## config.mk

```make
export PLATFORM = sky130hd
export DESIGN_NAME = soc_mini_chain_top
export DESIGN_NICKNAME = d
export VERILOG_FILES = /design/src/rtl/soc_mini_chain_top.sv
export SDC_FILE = /design/constraint.sdc
export NUM_CORES = 1
export LEC_CHECK = 0
export CORE_MARGIN = 5
export CORE_UTILIZATION = 48
export CTS_CLUSTER_DIAMETER = 200
export DETAILED_ROUTE_END_ITERATION = 16
export PLACE_DENSITY = 0.76
export REMOVE_ABC_BUFFERS = 1
export SLEW_MARGIN = 20
export SYNTH_ARGS = -nofsm -noshare
export SYNTH_HDL_FRONTEND = slang
export SYNTH_SLANG_ARGS = --single-unit
```

## constraint.sdc

```tcl
create_clock -name clk -period 0.8 [get_ports clk]
set_input_delay 0.12 -clock clk [delete_from_list [all_inputs] [get_ports clk]]
set_output_delay 0.12 -clock clk [all_outputs]
set_load 0.02 [all_outputs]
```

## src/rtl/soc_mini_chain_top.sv

```systemverilog
// Board bring-up top: synchronised, inverted switches travel down a DEPTH-stage
// register chain, with a parallel valid chain shown as a fill bar on led[15:8].
// Optional build macro: LED_ACTIVE_LOW_EN drives the whole led bus inverted.
`timescale 1ns/1ps

module soc_mini_chain_top #(
  parameter int unsigned DEPTH = 8
) (
  input  logic        clk,
  input  logic        resetn,
  input  logic [7:0]  switch,
  output logic [15:0] led
);

  localparam int unsigned DW   = 8;
  localparam int unsigned LEDW = 16;

  logic [DW-1:0]    s1;
  logic [DW-1:0]    s2;
  logic             sv1;
  logic             sv2;
  logic [DW-1:0]    stage [DEPTH];
  logic             v     [DEPTH];
  logic [DEPTH-1:0] led_v;
  logic [LEDW-1:0]  led_c;

  // Two-flop synchronizer; the valid companion marks the first real sample.
  always_ff @(posedge clk or negedge resetn) begin
    if (!resetn) begin
      s1  <= '0;
      s2  <= '0;
      sv1 <= 1'b0;
      sv2 <= 1'b0;
    end else begin
      s1  <= ~switch;
      s2  <= s1;
      sv1 <= 1'b1;
      sv2 <= sv1;
    end
  end

  for (genvar g = 0; g < DEPTH; g++) begin : g_stage
    if (g == 0) begin : g_head
      always_ff @(posedge clk or negedge resetn) begin
        if (!resetn) begin
          stage[g] <= '0;
          v[g]     <= 1'b0;
        end else begin
          stage[g] <= s2;
          v[g]     <= sv2;
        end
      end
    end else begin : g_body
      always_ff @(posedge clk or negedge resetn) begin
        if (!resetn) begin
          stage[g] <= '0;
          v[g]     <= 1'b0;
        end else begin
          stage[g] <= stage[g-1];
          v[g]     <= v[g-1];
        end
      end
    end
    assign led_v[g] = v[g];
  end

  // Unused fill-bar positions above DEPTH are zero-extended.
  always_comb begin
    led_c = {8'(led_v), stage[DEPTH-1]};
  end

`ifdef LED_ACTIVE_LOW_EN
  assign led = ~led_c;
`else
  assign led = led_c;
`endif

endmodule

```

* After elaboration in Yosys (flattened, before gate mapping)
Index checks and enable logic that the tools add are counted. Widths: inputs -> output; s select.
Word-level totals: register bits after elaboration 90, bits of input ports 10, output and inout port bits 16
Cells by class: bitwise gates (word level) 1
Operator list (number):
- $not 8->8 | 1

* Longest topological paths before layout
depth after elaboration 1, mapped depth 1

* Least setup slack after synthesis
OpenSTA, ideal clock, no wires.
path type register -> output, from reg stage, in the netlist led[0], to out led[0], arrival time 0.482 ns, path slack 0.198 ns, stages on the path, launching flop included 2, cells stage by stage dfrtp_1 > buf_4
RTL lines:
- start: declaration | line 22 | logic [DW-1:0] stage [DEPTH];
- start signal: indexed assignment | line 59 | stage[g] <= stage[g-1];
- end: declaration | line 12 | output logic [15:0] led
No word-level cell between the ends.

* Final worst setup path
from reg v, in the netlist led[12], to out led[12]
RTL lines:
- start: declaration | line 23 | logic v [DEPTH];
- start signal: indexed assignment | line 60 | v[g] <= v[g-1];
No word-level cell between the ends.

==> metrics.yaml <==
status: "complete, but fails checks"
violations: "setup timing"
synth_top_family_by_area: "buffers and inverters"
crit_required_ps: 680
clockBufferDepth: 2
drt_pass1_iterations: 2
yosys-top-cells-area: "dfrtp_1, buf_4, inv_1"
fin_crit_ps: 988
critical-path-top-delay-family: "flip-flops"
syn_inst: 107
synth_compound_area_share_pct: 0
cts.clk_slew.worst_paths_ps: 80
p_clk_share_pct: 38.3
yosys_warnings: 0
wl_per_cell_um: 11.3
drv_slew: 0
grt_overflow: 0
cp_max_fo: 2
grt_max_degree: 28
crit_chain: "buf_6"
die_width_um: 79.9
vdd_drop_max_mv: 1.44
synth_largest_area_cell: "dfrtp_1"
final_layout_size_suffix_gt1_share_pct: 26.0
clock-sinks: 90
n_antenna_cell: 0
r2r_start: "led[14]$_DFF_PN0_"
ant_nets: 0
grt.total_usage_pct: 9.39
total_power_mw: 8.37
rsz0062_at_grt: "true"
crit_slowest_cell: "dfrtp_1"
place_congestion: 0.628
power.density_nw_per_um2: 2840
totalWireLength_um: 2420
fin_tns_setup_ps: -2660
synth_top_area_share_pct: 96.0
synth-xor-area-share_pct: 0
r2r_end: "led[15]$_DFF_PN0_"
layout_commonest_cell: "dfrtp_1"
post-route-util_pct: 62.4
finClkSkew_ps: 4.46
dpl.hpwl_um: 1520
maxCapViolCount: 0
use_met1_pct: 11.0
dp.cells: 195
pre_cts_ws_ps: -270
hold_slack_ps: 180
switchingPower_mw: 1.62
grt_use_met3_pct: 4.40
cts_tree: "yes"
hold_path.class: "in2async"
htree_num_levels: 3
grt_pass1_wl_um: 4260
final_cells: 213
ios: 26
design_area_um2: 2950
grt_pass1_vias: 938
synthSimpleGateAreaFrac_pct: 0
antenna_found_initial: 0
die_area_um2: 6390
power_frac_seq_pct: 57.9
fp.coreArea_um2: 4720
cts_buffers: 9
placed_cell_area_um2: 2690
crit_path_start: "led[12]$_DFF_PN0_"
vias: 843
worst_slack_ps: -188
setup_viol: 16
syn_area_per_cell_um2: 21.9
die_h_um: 79.9
finalHoldViolCount: 0
internal_power_mw: 6.75
final_cell_mix: "dfrtp_1, buf_6, clkbuf_8"
max_clock_freq_ghz: 1.01
use_met2_pct: 13.6
initialDrtViolationCount: 24
pwr-share-comb_pct: 3.8
synth_adder_area_share_pct: 0
regToRegSetupSlack_ps: 170
start_util_pct: 49.7
cp-start-kind: "register"
cp_num_buf_inv: 1
num_rows: 25
slowest_delay_ps: 400
fin_crit_sh_pct: 124
numPortBuffers: 25
synth_seq_cells: 90
drcViolationCount: 0
worstPathArrival_ps: 870
ys_seq_area_share_pct: 96.0
power_leakage_nw: 1.39
insertion_delay_ps: 330
top_usage_layer: "met2"
switching_share_pct: 19.3
yosysUniqueCellTypes: 4
nFillCells: 323
synth.area.mux_share_pct: 0
fin_nets: 152
cp-end-kind: "output pin"
viasPerCell: 3.96
clockRootBuffer: "clkbuf_8"
reg2reg_depth: 1
syn_area_um2: 2350
critical_path_class: "reg2out"
syn2layout_area_growth_pct: 25.6
-- power groups by stage --
stage | Combinational (mW) | Sequential [mW] | Clock, mW
5_1_grt | 0.356 | 4.87 | 3.50
2_1_floorplan | 0.00688 | 4.96 | 0
4_1_cts | 0.332 | 4.85 | 3.33
6_report | 0.321 | 4.84 | 3.20
3_3_place_gp | 0.306 | 4.91 | 0
3_5_place_dp | 0.313 | 4.93 | 0
-- kinds of logic after synthesis --
logic type             Yosys count
flip-flops                      90
buffers and inverters           16
other                            1
-- layer usage --
layer	routed length, um	part of all wire [%]	up-vias
li1	-	-	378
met1	1050	43	433
met2	1180	49	30
met3	171	7.1	2
met4	15	0.62	0
met5	0	0	-
-- state kept, by name, indices dropped and copies added, names as in the netlist --
signal	flops
led	16
stage	56
sv2	1
s1	8
sv1	1
s2	8
-- cells in the mapped netlist --
cell type  instances
dfrtp_1           90
buf_4              8
inv_1              8
conb_1             1
-- cell type report --
| class | instances | area [um2] | share of cell area, % |
|---|---|---|---|
| flip-flops and latches | 90 | 2250 | 76.4 |
| repair buffers | 32 | 360 | 12.2 |
| clock buffers | 10 | 138 | 4.67 |
| well taps | 67 | 83.8 | 2.85 |
| clock inverters | 5 | 78.8 | 2.68 |
| inverters | 8 | 30.0 | 1.02 |
| multi-input cells | 1 | 3.75 | 0.127 |
-- how the worst max path moves through the flow --
stage | end | slack [ps] | cells after the start
finish | led[12] | -190 | 1
global route | led[12] | -240 | 1
CTS | led[14] | -220 | 1
detailed placement | led[14] | -270 | 1
global placement | led[11] | -260 | 1
floorplan | led[10]$_DFF_PN0_ | 220 | 0
-- repair_timing --
action / 4_1_cts / 5_1_grt
endpoints found under the setup margin: 16 / 16
gates resized for setup: 96 / 0
hold endpoints to repair: 90 / 0
hold buffers: 1 / 0
setup buffers: 2 / 0
Note: power is estimated with default switching activity, not from simulation.
